===== config.mk =====
export PLATFORM = sky130hd
export DESIGN_NAME = exe_mem_pipe_reg
export DESIGN_NICKNAME = d
export VERILOG_FILES = /design/src/rtl/exe_mem_pipe_reg_pkg.sv /design/src/rtl/exe_mem_pipe_reg_mc.sv /design/src/rtl/exe_mem_pipe_reg.sv
export SDC_FILE = /design/constraint.sdc
export NUM_CORES = 1
export LEC_CHECK = 0
export BUFFER_PORTS_ARGS = -buffer_cell sky130_fd_sc_hd__buf_2
export CAP_MARGIN = 30
export CORE_MARGIN = 2
export CORE_UTILIZATION = 35
export CTS_BUF_LIST = sky130_fd_sc_hd__clkbuf_4 sky130_fd_sc_hd__clkbuf_8
export DETAILED_ROUTE_END_ITERATION = 10
export GPL_TIMING_DRIVEN = 0
export SYNTH_ARGS = -nofsm -noshare
export SYNTH_HDL_FRONTEND = slang
export SYNTH_SLANG_ARGS = --single-unit

===== constraint.sdc =====
create_clock -name i_clk -period 1.95 [get_ports i_clk]
set_input_delay 0.0975 -clock i_clk [delete_from_list [all_inputs] [get_ports i_clk]]
set_output_delay 0.0975 -clock i_clk [all_outputs]
set_load 0.03 [all_outputs]

===== src/rtl/exe_mem_pipe_reg_pkg.sv =====
// Shared types and constants for the EXE->MEM pipeline register.
// Holds the multi-cycle FSM encoding and GPR geometry.
package exe_mem_pipe_reg_pkg;

    localparam int GPR_ADDR_W = 5;
    localparam int GPR_DATA_W = 32;
    localparam logic [GPR_ADDR_W-1:0] GPR_ZERO = 5'd0;

    typedef enum logic [1:0] {
        MC_IDLE = 2'd0,
        MC_BUSY = 2'd1,
        MC_DONE = 2'd2
    } mc_state_e;

endpackage


===== src/rtl/exe_mem_pipe_reg_mc.sv =====
// Multi-cycle op sequencer: countdown FSM plus result capture.
// Busy covers the entry cycle and every BUSY cycle, MC_LATENCY in total.
module exe_mem_pipe_reg_mc
    import exe_mem_pipe_reg_pkg::*;
#(
    parameter int DATA_W     = GPR_DATA_W,
    parameter int MC_LATENCY = 8
) (
    input  logic              i_clk,
    input  logic              i_rst_n,
    input  logic              i_start,
    input  logic              i_flush,
    input  logic              i_stall,
    input  logic [DATA_W-1:0] i_result,
    output logic              o_busy,
    output logic              o_done,
    output logic [DATA_W-1:0] o_result
);

    localparam int CW = $clog2(MC_LATENCY);

    mc_state_e         state_q, state_d;
    logic [CW-1:0]     cnt_q, cnt_d;
    logic [DATA_W-1:0] res_q, res_d;

    always_comb begin
        state_d = state_q;
        cnt_d   = cnt_q;
        res_d   = res_q;
        case (state_q)
            MC_IDLE: begin
                if (i_start) begin
                    state_d = MC_BUSY;
                    cnt_d   = CW'(MC_LATENCY - 1);
                end
            end
            MC_BUSY: begin
                // The entry cycle already counted, so capture when we hit zero.
                cnt_d = cnt_q - CW'(1);
                if (cnt_q == CW'(1)) begin
                    state_d = MC_DONE;
                    res_d   = i_result;
                end
            end
            MC_DONE: begin
                if (!i_stall) state_d = MC_IDLE;
            end
            default: state_d = MC_IDLE;
        endcase
        if (i_flush) begin
            state_d = MC_IDLE;
            cnt_d   = '0;
        end
    end

    always_ff @(posedge i_clk or negedge i_rst_n) begin
        if (!i_rst_n) begin
            state_q <= MC_IDLE;
            cnt_q   <= '0;
            res_q   <= '0;
        end else begin
            state_q <= state_d;
            cnt_q   <= cnt_d;
            res_q   <= res_d;
        end
    end

    assign o_busy   = i_rst_n & ((state_q == MC_BUSY) |
                      ((state_q == MC_IDLE) & i_start & ~i_flush));
    assign o_done   = (state_q == MC_DONE);
    assign o_result = res_q;

endmodule


===== src/rtl/exe_mem_pipe_reg.sv =====
// EXE->MEM pipeline register and producer side of the GPR bypass.
// MEM update priority: flush, stall, multi-cycle bubble, normal load.
module exe_mem_pipe_reg
    import exe_mem_pipe_reg_pkg::*;
#(
    parameter int DATA_W     = GPR_DATA_W,
    parameter int ADDR_W     = GPR_ADDR_W,
    parameter int MC_LATENCY = 8
) (
    input  logic              i_clk,
    input  logic              i_rst_n,
    input  logic              i_EXE_valid,
    input  logic              i_EXE_we,
    input  logic [ADDR_W-1:0] i_EXE_waddr,
    input  logic [DATA_W-1:0] i_EXE_wdata,
    input  logic              i_EXE_is_load,
    input  logic              i_EXE_is_multicycle,
    input  logic [DATA_W-1:0] i_EXE_mc_result,
    input  logic              i_stall,
    input  logic              i_flush,
    output logic              o_EXE_busy,
    output logic              o_BP_EXE_we,
    output logic [ADDR_W-1:0] o_BP_EXE_waddr,
    output logic [DATA_W-1:0] o_BP_EXE_wdata,
    output logic              o_BP_EXE_get_result_in_EXE,
    output logic              o_BP_EXE_get_result_in_MEM,
    output logic              o_MEM_valid,
    output logic              o_MEM_we,
    output logic [ADDR_W-1:0] o_MEM_waddr,
    output logic [DATA_W-1:0] o_MEM_wdata,
    output logic              o_MEM_get_result_in_MEM
);

    logic              we_eff;
    logic              mc_busy;
    logic              mc_done;
    logic [DATA_W-1:0] mc_res;

    logic              valid_q, valid_d;
    logic              we_q, we_d;
    logic [ADDR_W-1:0] waddr_q, waddr_d;
    logic [DATA_W-1:0] wdata_q, wdata_d;
    logic              ld_q, ld_d;

    exe_mem_pipe_reg_mc #(
        .DATA_W     (DATA_W),
        .MC_LATENCY (MC_LATENCY)
    ) u_mc (
        .i_clk    (i_clk),
        .i_rst_n  (i_rst_n),
        .i_start  (i_EXE_valid & i_EXE_is_multicycle),
        .i_flush  (i_flush),
        .i_stall  (i_stall),
        .i_result (i_EXE_mc_result),
        .o_busy   (mc_busy),
        .o_done   (mc_done),
        .o_result (mc_res)
    );

    assign we_eff = i_EXE_valid & i_EXE_we &
                    (i_EXE_waddr != ADDR_W'(GPR_ZERO));

    assign o_EXE_busy     = mc_busy;
    assign o_BP_EXE_we    = we_eff;
    assign o_BP_EXE_waddr = i_EXE_waddr;
    assign o_BP_EXE_wdata = mc_done ? mc_res : i_EXE_wdata;
    assign o_BP_EXE_get_result_in_MEM =
        we_eff & (i_EXE_is_load | (i_EXE_is_multicycle & ~mc_done));
    assign o_BP_EXE_get_result_in_EXE = ~o_BP_EXE_get_result_in_MEM;

    always_comb begin
        valid_d = valid_q;
        we_d    = we_q;
        waddr_d = waddr_q;
        wdata_d = wdata_q;
        ld_d    = ld_q;
        if (i_flush) begin
            valid_d = 1'b0;
            we_d    = 1'b0;
            waddr_d = '0;
            wdata_d = '0;
            ld_d    = 1'b0;
        end else if (i_stall) begin
            valid_d = valid_q;
        end else if (mc_busy) begin
            valid_d = 1'b0;
            we_d    = 1'b0;
            ld_d    = 1'b0;
        end else begin
            valid_d = i_EXE_valid;
            we_d    = we_eff;
            waddr_d = i_EXE_waddr;
            wdata_d = o_BP_EXE_wdata;
            ld_d    = i_EXE_valid & i_EXE_is_load;
        end
    end

    always_ff @(posedge i_clk or negedge i_rst_n) begin
        if (!i_rst_n) begin
            valid_q <= 1'b0;
            we_q    <= 1'b0;
            waddr_q <= '0;
            wdata_q <= '0;
            ld_q    <= 1'b0;
        end else begin
            valid_q <= valid_d;
            we_q    <= we_d;
            waddr_q <= waddr_d;
            wdata_q <= wdata_d;
            ld_q    <= ld_d;
        end
    end

    assign o_MEM_valid             = valid_q;
    assign o_MEM_we                = we_q;
    assign o_MEM_waddr             = waddr_q;
    assign o_MEM_wdata             = wdata_q;
    assign o_MEM_get_result_in_MEM = ld_q;

endmodule


* Yosys cells after proc, flatten, opt, wreduce, memory -nomap -nowiden *
Index checks and enable logic that the tools add are counted.

storage, ports and cells
  register bits = 77
  input bits = 77
  output and inout bits = 81

cells by class
  add/subtract/negate cells = 1
  equality and inequality tests = 8
  multiplexer cells = 24
  bitwise operators = 14
  reductions and logical operators = 7

operator list
  kind                   count
  $mux W32               4
  $mux W5                3
  $and A1 B1 Y1          9
  $mux W1                9
  $mux W2                4
  $mux W3                2
  $ne A3 B2 Y1 const B   2
  $pmux W2 S3            1
  $pmux W3 S2            1
  $reduce_and A2 Y1      3
  $reduce_bool A5 Y1     1
  $eq A3 B1 Y1 const B   1
  $ne A3 B3 Y1 const B   1
  $not A1 Y1             3
  $reduce_and A3 Y1      1
  $reduce_bool A3 Y1     1
  $sub A3 B1 Y3 const B  1
  $eq A2 B1 Y1 const B   1
  $eq A2 B2 Y1 const B   1
  $logic_not A2 Y1       1
  $ne A2 B1 Y1 const B   1
  $ne A2 B2 Y1 const B   1
  $or A1 B1 Y1           2

* Logic depth before layout (Yosys ltp) *
Gate-level depths: netlist of the first run.

  depth after elaboration = 8
  gate-level depth with buffers = 8
  mapped depth without buffers = 6

* Modules after synthesis *
Synthesis of the first run repeated with hierarchy kept, for this count alone.

unflattened totals
  cell total of the unflattened synthesis = 237
  area, all modules = 3688.5 um^2

modules (own cells, without submodules)
  module               times used  cells an instance  area each (um^2)
  exe_mem_pipe_reg     1           142                2049.5
  exe_mem_pipe_reg_mc  1           95                 1639.1

* Worst setup path before layout of the first run *
Ideal clock, no wire load.

  path kind = register -> register
  start point = reg u_mc.state_q[0]
  end point = reg wdata_q[10], in the netlist o_MEM_wdata[10]
  library setup time = 0.132 ns
  data arrival time = 1.530 ns
  required time = 1.818 ns
  path slack = 0.288 ns
  cell stages (with the launch flop) = 7
  clock period less this slack = 1.662 ns
  cell sequence = dfrtp_1 nand2b_1 buf_2 buf_4 mux2_1 mux2i_1 nor2_1

RTL lines
  what                    RTL line                   RTL
  from (decl)             exe_mem_pipe_reg_mc.sv:22  mc_state_e state_q, state_d;
  from (signal assigned)  exe_mem_pipe_reg_mc.sv:62  state_q <= state_d;
  $eq A2 B2 Y1            exe_mem_pipe_reg_mc.sv:70  assign o_done = (state_q == MC_DONE);
  $mux W32                exe_mem_pipe_reg.sv:66     assign o_BP_EXE_wdata = mc_done ? mc_res : i_EXE_wdata;
  via o_BP_EXE_wdata[10]  exe_mem_pipe_reg.sv:24     output logic [DATA_W-1:0] o_BP_EXE_wdata,
  $mux W32                exe_mem_pipe_reg.sv:85     end else if (mc_busy) begin
  $mux W32                exe_mem_pipe_reg.sv:83     end else if (i_stall) begin
  $mux W32                exe_mem_pipe_reg.sv:77     if (i_flush) begin
  to (signal assigned)    exe_mem_pipe_reg.sv:109    wdata_q <= wdata_d;
  to (decl)               exe_mem_pipe_reg.sv:42     logic [DATA_W-1:0] wdata_q, wdata_d;

The timed path passes the listed nets, and every way through them passes these cells. The select of a mux whose other input is x is not followed.
A chain may end at the register's enable or synchronous reset.

* Final worst setup path of the first run *
  start point = reg u_mc.state_q[1]
  end point = out o_BP_EXE_wdata[28]

between the ends
  word-level cells in the longest chain between the ends = 2

ends and longest elaborated chain
  what          RTL line
  $eq A2 B2 Y1  exe_mem_pipe_reg_mc.sv:70
  $mux W32      exe_mem_pipe_reg.sv:66
  to (decl)     exe_mem_pipe_reg.sv:24

No other way between the ends.

==> impl_metrics.py, run 1 <==
metrics = {
    "status": {
        "status": "complete, no violations",
    },
    "pwr": {
        "seqPwrFrac_pct": 48.9,
        "pwr-share-comb_pct": 24.6,
        "power_leakage_nw": 2.72,
        "internal-power_mw": 3.02,
        "p_switching_mw": 1.28,
        "p_per_area_nw_per_um2": 828,
        "clock_power_share_pct": 26.6,
        "peakVddDrop_mv": 0.357,
        "fin_total_pwr_mw": 4.30,
        "swShare_pct": 29.8,
    },
    "yosys": {
        "synth.ff_latch_count": 77,
        "synth.yosys.warnings": 0,
        "synth_edf_count": 0,
        "seq_area_frac_synth_pct": 53.3,
        "synth_cell_types": 31,
        "async_flop_share_pct": 100,
        "synth_area_per_cell_um2": 12.9,
        "synth_ff_type": "dfrtp_1",
        "syn-num-nets": 360,
        "syn_area_um2": 3610,
        "syn_inst": 281,
    },
    "critical_path": {
        "rr_endpoint": "u_mc.o_result[24]$_DFFE_PN0P_",
        "setup.worst_path.start_class": "flip-flop",
        "crit_required_ns": 1.85,
        "rr_worst_depth": 7,
        "startpoint": "u_mc.state_q[1]$_DFFE_PN0P_",
        "path_class": "reg -> out",
        "reg2reg_slack_ns": 0.18,
        "setup.worst_path.end": "o_BP_EXE_wdata[28]",
        "path_delay_family": "buffers and inverters",
        "cp_cell_sequence": "nand2b_1 > buf_4 > buf_6 > mux2_1 > buf_2",
        "crit_fanout": 10,
        "crit_buf_inv": 3,
        "cpPeakStageDelay_ns": 0.42,
        "end_kind": "primary output",
        "timing.rr.start": "u_mc.cnt_q[1]$_DFFE_PN0P_",
        "cp_num_cells": 5,
        "crit_slowest_cell": "dfrtp_1",
        "cp.arrival_ns": 1.75,
    },
    "grt": {
        "grt_max_degree": 53,
        "gr-usage-met1_pct": 20.7,
        "met3_usage_pct": 3.46,
        "overflow": 0,
        "grt_busiest_layer": "met2",
        "grt_pass1_vias": 3013,
        "grt_usage_pct": 16.7,
        "antenna_found_initial": 0,
        "grt_pass1_wl_um": 14800,
        "met2_usage_pct": 29.3,
    },
    "clock_tree": {
        "root_buffer": "clkbuf_8",
        "cts_buffers": 9,
        "clk_pin_slew_ns": 0.09,
        "clk_latency_ns": 0.34,
        "clockBufferDepth": 2,
        "tritoncts": "yes",
        "h-tree-depth": 3,
        "cts.sink_count": 77,
    },
    "route": {
        "drtIter0Drc": 74,
        "drt-total-wl_um": 9000,
        "route.detailed.drc": 0,
        "drt-pass1-iter-count": 4,
        "routed-via-count": 2856,
        "vias_per_cell": 4.52,
        "post_drt_wl_per_cell_um": 14.2,
        "ant_nets": 0,
    },
    "timing": {
        "max_slew_margin_pct": 62.8,
        "clock_skew_ns": 0.0145,
        "fin_ws_ns": 0.103,
        "setup_viol": 0,
        "max_freq_mhz": 541,
        "fin_crit_ns": 1.85,
        "rsz0062_at_grt": "false",
        "tightest_slew_ns": 0.559,
        "finalHoldViolCount": 0,
        "post-route-period-util_pct": 94.7,
        "report.final.slew_viol_count": 0,
    },
    "die": {
        "die_h_um": 106,
        "die_x_um": 106,
        "ios": 158,
        "start_util_pct": 35.5,
        "dieArea_um2": 11100,
        "num_rows": 37,
        "core_um2": 10200,
    },
    "placed_design": {
        "dp_cells": 575,
        "gp_routability_congestion": 0.711,
        "hpwl_um": 6350,
        "port_buffers": 157,
        "post-place-ws_ns": 0.112,
    },
    "flow_run": {
        "cap_violations": 0,
    },
    "cells_and_area": {
        "diodes": 0,
        "fin_nets": 570,
        "final_core_util_pct": 51.0,
        "mostFrequentLayoutCells": "157 x buf_2, 77 x dfrtp_1, 44 x nor2_1",
        "syn2layout_area_growth_pct": 43.9,
        "final_common_cell": "buf_2",
        "fin_cells": 632,
        "drive_gt1_share_pct": 45.2,
    },
    "worst_hold_path": {
        "hp-class": "in -> reg",
    },
}
## state kept, by name (all words and copies together) (netlist names)
name and cells:
u_mc.o_result 32, u_mc.state_q 2, o_MEM_wdata 32, u_mc.cnt_q 3
o_MEM_waddr 5, o_MEM_we 1, o_MEM_valid 1, o_MEM_get_result_in_MEM 1
## worst reg2reg max path, cell delays in order (launching register included)
cell and delay (ns):
dfrtp_1 0.39, inv_1 0.08, ha_1 0.13, nor2b_1 0.14, and2_1 0.13, buf_2 0.18
clkbuf_4 0.27, mux2_1 0.34
## metrics by stage
stage,hold slack [ns],cell area (um^2),TNS [ns]
2_1_floorplan,-0.198,3610,0
3_3_place_gp,0.316,4570,-30.45
3_5_place_dp,0.0501,4600,0
4_1_cts,0.0231,5140,0
6_report,0.0378,5200,0
5_1_grt,0.0399,5200,0
## cell usage after synthesis (all sizes together), types with 2 or more instances
cell type  number  area (um^2)
dfrtp          77         1930
mux2           64          721
nor2           44          165
mux2i          37          370
buf            17          161
clkbuf          5         18.8
inv             5         18.8
a21oi           4         20.0
nor2b           4         25.0
o21ai           3         15.0
a211oi          2         15.0
ha              2         25.0
nand2           2         7.51
nand2b          2         12.5
## layer usage
layer	up-vias	wire, um
met5	-	0
met4	0	86
met3	9	504
met2	94	4460
met1	1367	3950
li1	1386	-
## layout make-up
| type | count | area (um^2) |
|---|---|---|
| multi-input combinational | 177 | 1490 |
| timing repair buffer | 199 | 1210 |
| sequential | 77 | 1930 |
| inverter | 5 | 18.8 |
| fill | 940 | 4990 |
| tap | 136 | 170 |
| clock inverter | 4 | 30.0 |
| clock buffer | 12 | 159 |
| buffer | 22 | 196 |
## power by group through the flow
| stage | sequential [mW] | clock [mW] | combinational (mW) |
|---|---|---|---|
| after CTS | 2.10 | 1.19 | 1.06 |
| after global placement | 2.11 | 0 | 0.967 |
| after global routing | 2.15 | 1.26 | 1.16 |
| after floorplan | 2.19 | 0 | 0.596 |
| after detailed placement | 2.14 | 0 | 0.997 |
| final | 2.10 | 1.14 | 1.06 |
## repair_timing
action,CTS,global route
hold buffers,33,0
hold endpoints to repair,57,0
buffers inserted,1,7
setup endpoints to repair,30,33
gates resized for setup,4,2
## cell families after synthesis
family	count (synthesis)	synth area share (%)
muxes	101	30.2
DFF	77	53.3
and+or+nand+nor	58	7.10
buffers and inverters	27	5.51
AOI/OAI and AO/OA	15	2.91
adders and majority gates	2	0.693
xor gates and xnor gates	1	0.243
## how the worst min path moves through the flow
stage / from / endpoint / cells past startpoint
2_1_floorplan: i_rst_n / o_MEM_get_result_in_MEM$_DFFE_PN0P_ / 0
3_3_place_gp: i_EXE_mc_result[31] / u_mc.o_result[31]$_DFFE_PN0P_ / 2
3_5_place_dp: i_rst_n / u_mc.o_result[13]$_DFFE_PN0P_ / 1
4_1_cts: i_EXE_waddr[0] / o_MEM_waddr[0]$_DFFE_PN0P_ / 3
5_1_grt: i_EXE_is_load / o_MEM_get_result_in_MEM$_DFFE_PN0P_ / 3
6_report: i_EXE_waddr[2] / o_MEM_waddr[2]$_DFFE_PN0P_ / 3
No activity file was read; power rests on OpenSTA's default activity.
==> run 2, diff against run 1 <==
--- a/config.mk
+++ b/config.mk
@@ -9,7 +9,7 @@
 export CAP_MARGIN = 30
 export CORE_MARGIN = 2
 export CORE_UTILIZATION = 35
-export CTS_BUF_LIST = sky130_fd_sc_hd__clkbuf_4 sky130_fd_sc_hd__clkbuf_8
+export CTS_BUF_LIST = sky130_fd_sc_hd__clkbuf_8
 export DETAILED_ROUTE_END_ITERATION = 10
 export GPL_TIMING_DRIVEN = 0
 export SYNTH_ARGS = -nofsm -noshare
==> run 2 against run 1 <==
  * Worst hold slack got worse by 0.0047 ns
  * Clock power about the same
  * Final area about the same
  * Utilization about the same
  * Via count increased by 0.49%
  * Critical path depth unchanged
  * Largest cell class unchanged
  * Highest routed layer unchanged
==> impl_metrics.py, run 2 (synthesis results as in run 1) <==
metrics = {
    "cells_and_area": {
        "final_common_cell": "buf_2",
        "drive_gt1_share_pct": 45.0,
        "mostFrequentLayoutCells": "157 x buf_2, 77 x dfrtp_1, 44 x nor2_1",
        "syn2layout_area_growth_pct": 43.8,
        "fin_nets": 570,
        "diodes": 0,
    },
    "pwr": {
        "internal-power_mw": 3.00,
        "p_per_area_nw_per_um2": 827,
        "p_switching_mw": 1.29,
        "peakVddDrop_mv": 0.356,
        "power_leakage_nw": 2.72,
        "clock_power_share_pct": 26.4,
        "pwr-share-comb_pct": 24.6,
        "swShare_pct": 30.1,
        "seqPwrFrac_pct": 49.0,
    },
    "die": {
        "die_x_um": 106,
        "core_um2": 10200,
        "die_h_um": 106,
        "num_rows": 37,
        "start_util_pct": 35.5,
        "dieArea_um2": 11100,
        "ios": 158,
    },
    "critical_path": {
        "cp.arrival_ns": 1.76,
        "rr_worst_depth": 7,
        "rr_endpoint": "u_mc.o_result[24]$_DFFE_PN0P_",
        "end_kind": "primary output",
        "crit_fanout": 10,
        "reg2reg_slack_ns": 0.18,
        "setup.worst_path.start_class": "flip-flop",
        "crit_required_ns": 1.85,
        "timing.rr.start": "u_mc.cnt_q[1]$_DFFE_PN0P_",
        "path_class": "reg -> out",
    },
    "flow_run": {
        "cap_violations": 0,
    },
    "timing": {
        "rsz0062_at_grt": "false",
        "max_freq_mhz": 540,
        "hold-worst-slack_ns": 0.0331,
        "finalHoldViolCount": 0,
        "post-route-period-util_pct": 95.0,
        "max_slew_margin_pct": 63.5,
        "setup_viol": 0,
        "finalSetupTns_ns": 0,
        "report.final.slew_viol_count": 0,
        "clock_skew_ns": 0.0136,
        "tightest_slew_ns": 0.547,
        "fin_crit_ns": 1.85,
    },
    "clock_tree": {
        "h-tree-depth": 3,
        "clockBufferDepth": 2,
        "cts_buffers": 9,
        "clk_pin_slew_ns": 0.09,
        "cts.sink_count": 77,
        "root_buffer": "clkbuf_8",
        "tritoncts": "yes",
        "clk_latency_ns": 0.34,
    },
    "placed_design": {
        "port_buffers": 157,
        "gp_routability_congestion": 0.711,
        "hpwl_um": 6350,
    },
    "grt": {
        "grt_pass1_vias": 3013,
        "grt_usage_pct": 16.8,
        "grt_max_degree": 53,
        "grt_pass1_wl_um": 14800,
        "antenna_found_initial": 0,
        "overflow": 0,
    },
    "worst_hold_path": {
        "hp-class": "in -> reg",
        "hold_start": "i_EXE_waddr[2]",
        "hold_end": "o_MEM_waddr[2]$_DFFE_PN0P_",
        "hold_path_depth": 3,
    },
    "route": {
        "vias_per_cell": 4.54,
        "routed-via-count": 2870,
        "drt-pass1-iter-count": 4,
        "ant_nets": 0,
        "drt-total-wl_um": 9060,
        "post_drt_wl_per_cell_um": 14.3,
        "route.detailed.drc": 0,
        "drtIter0Drc": 81,
    },
    "status": {
        "status": "complete, no violations",
    },
}
run 2: changes by cell type in the layout (fill, tap and decap cells not counted):
cell,change
clkbuf_4,-1
inv_1,+1
run 2: power groups by stage:
stage	Clock [mW]	Sequential, mW	Combinational (mW)
after detailed placement	0	2.14	0.997
after global routing	1.25	2.15	1.16
after floorplan	0	2.19	0.596
after global placement	0	2.11	0.967
final	1.14	2.10	1.06
after CTS	1.17	2.10	1.06
run 2: layout make-up:
type | count | area (um^2)
Clock buffer | 11 | 151
Fill cell | 941 | 4990
Sequential cell | 77 | 1930
Buffer | 22 | 196
Tap cell | 136 | 170
Clock inverter | 5 | 33.8
Timing Repair Buffer | 199 | 1210
Inverter | 5 | 18.8
Multi-Input combinational cell | 177 | 1490
run 2: worst max path at each step:
stage,start,endpoint,slack (ns),depth (start not counted)
CTS,i_rst_n,o_MEM_wdata[12]$_DFFE_PN0P_,0.05,8
global placement,i_rst_n,o_MEM_wdata[7]$_DFFE_PN0P_,-0.81,7
global route,u_mc.state_q[1]$_DFFE_PN0P_,o_BP_EXE_wdata[16],0.001,5
floorplan,u_mc.state_q[0]$_DFFE_PN0P_,o_MEM_wdata[10]$_DFFE_PN0P_,0.29,6
finish,u_mc.state_q[1]$_DFFE_PN0P_,o_BP_EXE_wdata[28],0.1,5
detailed placement,u_mc.cnt_q[1]$_DFFE_PN0P_,u_mc.o_result[24]$_DFFE_PN0P_,0.11,7
run 2: repair_timing:
action	4_1_cts	5_1_grt
setup endpoints to repair	30	33
hold endpoints to repair	57	0
hold buffers	33	0
gates resized for setup	4	2
setup buffers	1	7
run 2: stage by stage:
stage               power, mW  area, um^2  instances  setup slack, ns  utilization [%]
floorplan                2.79        3610        281            0.288                -
global placement         3.08        4570        574           -0.814             44.9
global route             4.56        5190        632          0.00148             51.0
CTS                      4.33        5130        625           0.0477             50.4
detailed placement       3.13        4600        575            0.112             45.1
finish                   4.29        5190        632           0.0971             51.0
run 2: critical path, stage by stage, from the launching register on:
cell	delay (ns)
dfrtp_1	0.42
nand2b_1	0.08
buf_4	0.17
buf_6	0.18
mux2_1	0.38
buf_2	0.19
run 2: metal layers:
layer / part of all wire [%] / track usage, %
met1: 44 / 20.7
met2: 49 / 29.4
met3: 6.1 / 4.21
met4: 0.97 / 3.95
met5: 0 / 0
==> run 3, diff against run 2 <==
--- a/config.mk
+++ b/config.mk
@@ -12,6 +12,7 @@
 export CTS_BUF_LIST = sky130_fd_sc_hd__clkbuf_8
 export DETAILED_ROUTE_END_ITERATION = 10
 export GPL_TIMING_DRIVEN = 0
+export RECOVER_POWER = 50
 export SYNTH_ARGS = -nofsm -noshare
 export SYNTH_HDL_FRONTEND = slang
 export SYNTH_SLANG_ARGS = --single-unit
==> constraint.sdc (replaced) <==
create_clock -name i_clk -period 2.2 [get_ports i_clk]
set_input_delay 0.11 -clock i_clk [delete_from_list [all_inputs] [get_ports i_clk]]
set_output_delay 0.11 -clock i_clk [all_outputs]
set_load 0.03 [all_outputs]
==> run 3 against run 2 <==
  * First-iteration DRC count decreased by 3.7%
  * Clock power decreased by 11%
  * Critical path depth unchanged
  * Non-clock buffer count decreased by 10
  * Worst hold slack got worse by 0.017 ns
  * Count of clock-buffer cells in the layout unchanged
  * Sequential share of layout area increased by 1.3 points
  * Via count decreased by 1.4%
  * Sequential power decreased by 11%
  * Die area unchanged
  * Final area decreased by 3.3%
  * Highest routed layer unchanged
==> impl_metrics.py, run 3 (synthesis results as in run 1) <==
metrics = {
    "status": {
        "status": "complete, no violations",
    },
    "timing": {
        "hold-worst-slack_ns": 0.0166,
        "setup_viol": 0,
        "max_slew_margin_pct": 15.6,
        "tightest_slew_ns": 1.27,
        "clock_skew_ns": 0.0130,
        "max_freq_mhz": 494,
        "finalSetupTns_ns": 0,
        "post-route-period-util_pct": 92.0,
        "fin_crit_ns": 2.02,
        "rsz0062_at_grt": "false",
        "finalHoldViolCount": 0,
        "report.final.slew_viol_count": 0,
    },
    "cells_and_area": {
        "syn2layout_area_growth_pct": 39.0,
        "final_common_cell": "buf_2",
        "drive_gt1_share_pct": 36.0,
        "diodes": 0,
        "mostFrequentLayoutCells": "119 x buf_2, 77 x dfrtp_1, 45 x clkbuf_1",
        "fin_nets": 560,
    },
    "flow_run": {
        "cap_violations": 0,
    },
    "critical_path": {
        "crit_required_ns": 2.09,
        "crit_fanout": 10,
        "cp.arrival_ns": 1.91,
        "cp_cell_sequence": "nand2b_1 > buf_2 > buf_4 > mux2_1 > buf_2",
        "cpPeakStageDelay_ns": 0.44,
        "setup.worst_path.start_class": "flip-flop",
        "crit_slowest_cell": "dfrtp_1",
        "end_kind": "primary output",
        "path_class": "reg -> out",
        "cpMostUsedCell": "buf_2",
    },
    "placed_design": {
        "hpwl_um": 6350,
        "port_buffers": 157,
        "gp_routability_congestion": 0.711,
    },
    "grt": {
        "grt_max_degree": 53,
        "antenna_found_initial": 0,
        "grt_usage_pct": 16.7,
        "grt_pass1_vias": 3008,
        "overflow": 0,
        "grt_pass1_wl_um": 14800,
    },
    "route": {
        "vias_per_cell": 4.55,
        "post_drt_wl_per_cell_um": 14.5,
        "ant_nets": 0,
        "drtIter0Drc": 78,
        "drt-total-wl_um": 8990,
        "drt-pass1-iter-count": 4,
        "route.detailed.drc": 0,
        "routed-via-count": 2829,
    },
    "clock_tree": {
        "tritoncts": "yes",
        "clk_pin_slew_ns": 0.09,
        "clk_latency_ns": 0.34,
        "h-tree-depth": 3,
        "clockBufferDepth": 2,
        "cts_buffers": 9,
        "cts.sink_count": 77,
        "root_buffer": "clkbuf_8",
    },
    "die": {
        "core_um2": 10200,
        "start_util_pct": 35.5,
        "die_h_um": 106,
        "ios": 158,
        "dieArea_um2": 11100,
        "die_x_um": 106,
        "num_rows": 37,
    },
    "worst_hold_path": {
        "hp-class": "in -> reg",
    },
    "pwr": {
        "peakVddDrop_mv": 0.315,
        "p_per_area_nw_per_um2": 751,
        "power_leakage_nw": 2.50,
    },
}
run 3: path summary, 6_finish.rpt:
path,start,to,slack [ns],depth (start not counted)
min in group asynchronous,i_rst_n,u_mc.o_result[13]$_DFFE_PN0P_,0.21,2
worst max-delay path,u_mc.state_q[0]$_DFFE_PN0P_,o_BP_EXE_wdata[28],0.18,5
worst min-delay path,i_EXE_mc_result[20],u_mc.o_result[20]$_DFFE_PN0P_,0.02,2
worst min register to register,u_mc.o_result[26]$_DFFE_PN0P_,u_mc.o_result[26]$_DFFE_PN0P_,0.49,1
worst max register to register,u_mc.cnt_q[1]$_DFFE_PN0P_,u_mc.o_result[24]$_DFFE_PN0P_,0.38,7
max in group asynchronous,i_rst_n,u_mc.state_q[1]$_DFFE_PN0P_,0.44,3
run 3: report_power, final:
| group | switching (mW) | internal [mW] |
|---|---|---|
| Sequential | 0.143 | 1.72 |
| Combinational | 0.468 | 0.426 |
| Clock | 0.537 | 0.474 |
| Total | 1.15 | 2.62 |
run 3: area by class of cell:
cell class	count	area, um^2
Fill cell	971	5160
Sequential cell	77	1930
Multi-Input combinational cell	177	1490
Timing Repair Buffer	189	1050
Buffer	22	180
Tap cell	136	170
Clock buffer	11	151
Clock inverter	5	33.8
Inverter	5	18.8
run 3: critical path, delay by kind of cell (launching register included):
kind                   cells  cell delay, ns
muxes                      1            0.38
and+or+nand+nor            1            0.12
DFF                        1            0.44
buffers and inverters      3            0.62
run 3: stage by stage:
| step | area (um^2) | total power, mW | setup WS, ns | cells | utilization, % |
|---|---|---|---|---|---|
| after detailed placement | 4600 | 2.78 | 0.362 | 575 | 45.1 |
| after global placement | 4570 | 2.73 | -0.577 | 574 | 44.9 |
| final | 5020 | 3.77 | 0.175 | 622 | 49.3 |
| after global routing | 5020 | 4.00 | 0.0274 | 622 | 49.3 |
| after CTS | 5080 | 3.83 | 0.124 | 621 | 49.9 |
| after floorplan | 3610 | 2.47 | 0.538 | 281 | - |
run 3: what timing repair did:
item                       in CTS  in global routing
setup buffers                   0                  0
resized for setup               0                  0
hold buffers                   30                  1
setup endpoints to repair       0                  0
hold endpoints to repair       54                  1
run 3: routing by layer:
metal / up-vias / track usage [%] / part of all wire (%)
met5: - / 0 / 0
met4: 0 / 3.95 / 0.97
met3: 11 / 4.39 / 6.1
met2: 94 / 29.4 / 49
met1: 1360 / 20.5 / 44
li1: 1364 / - / -
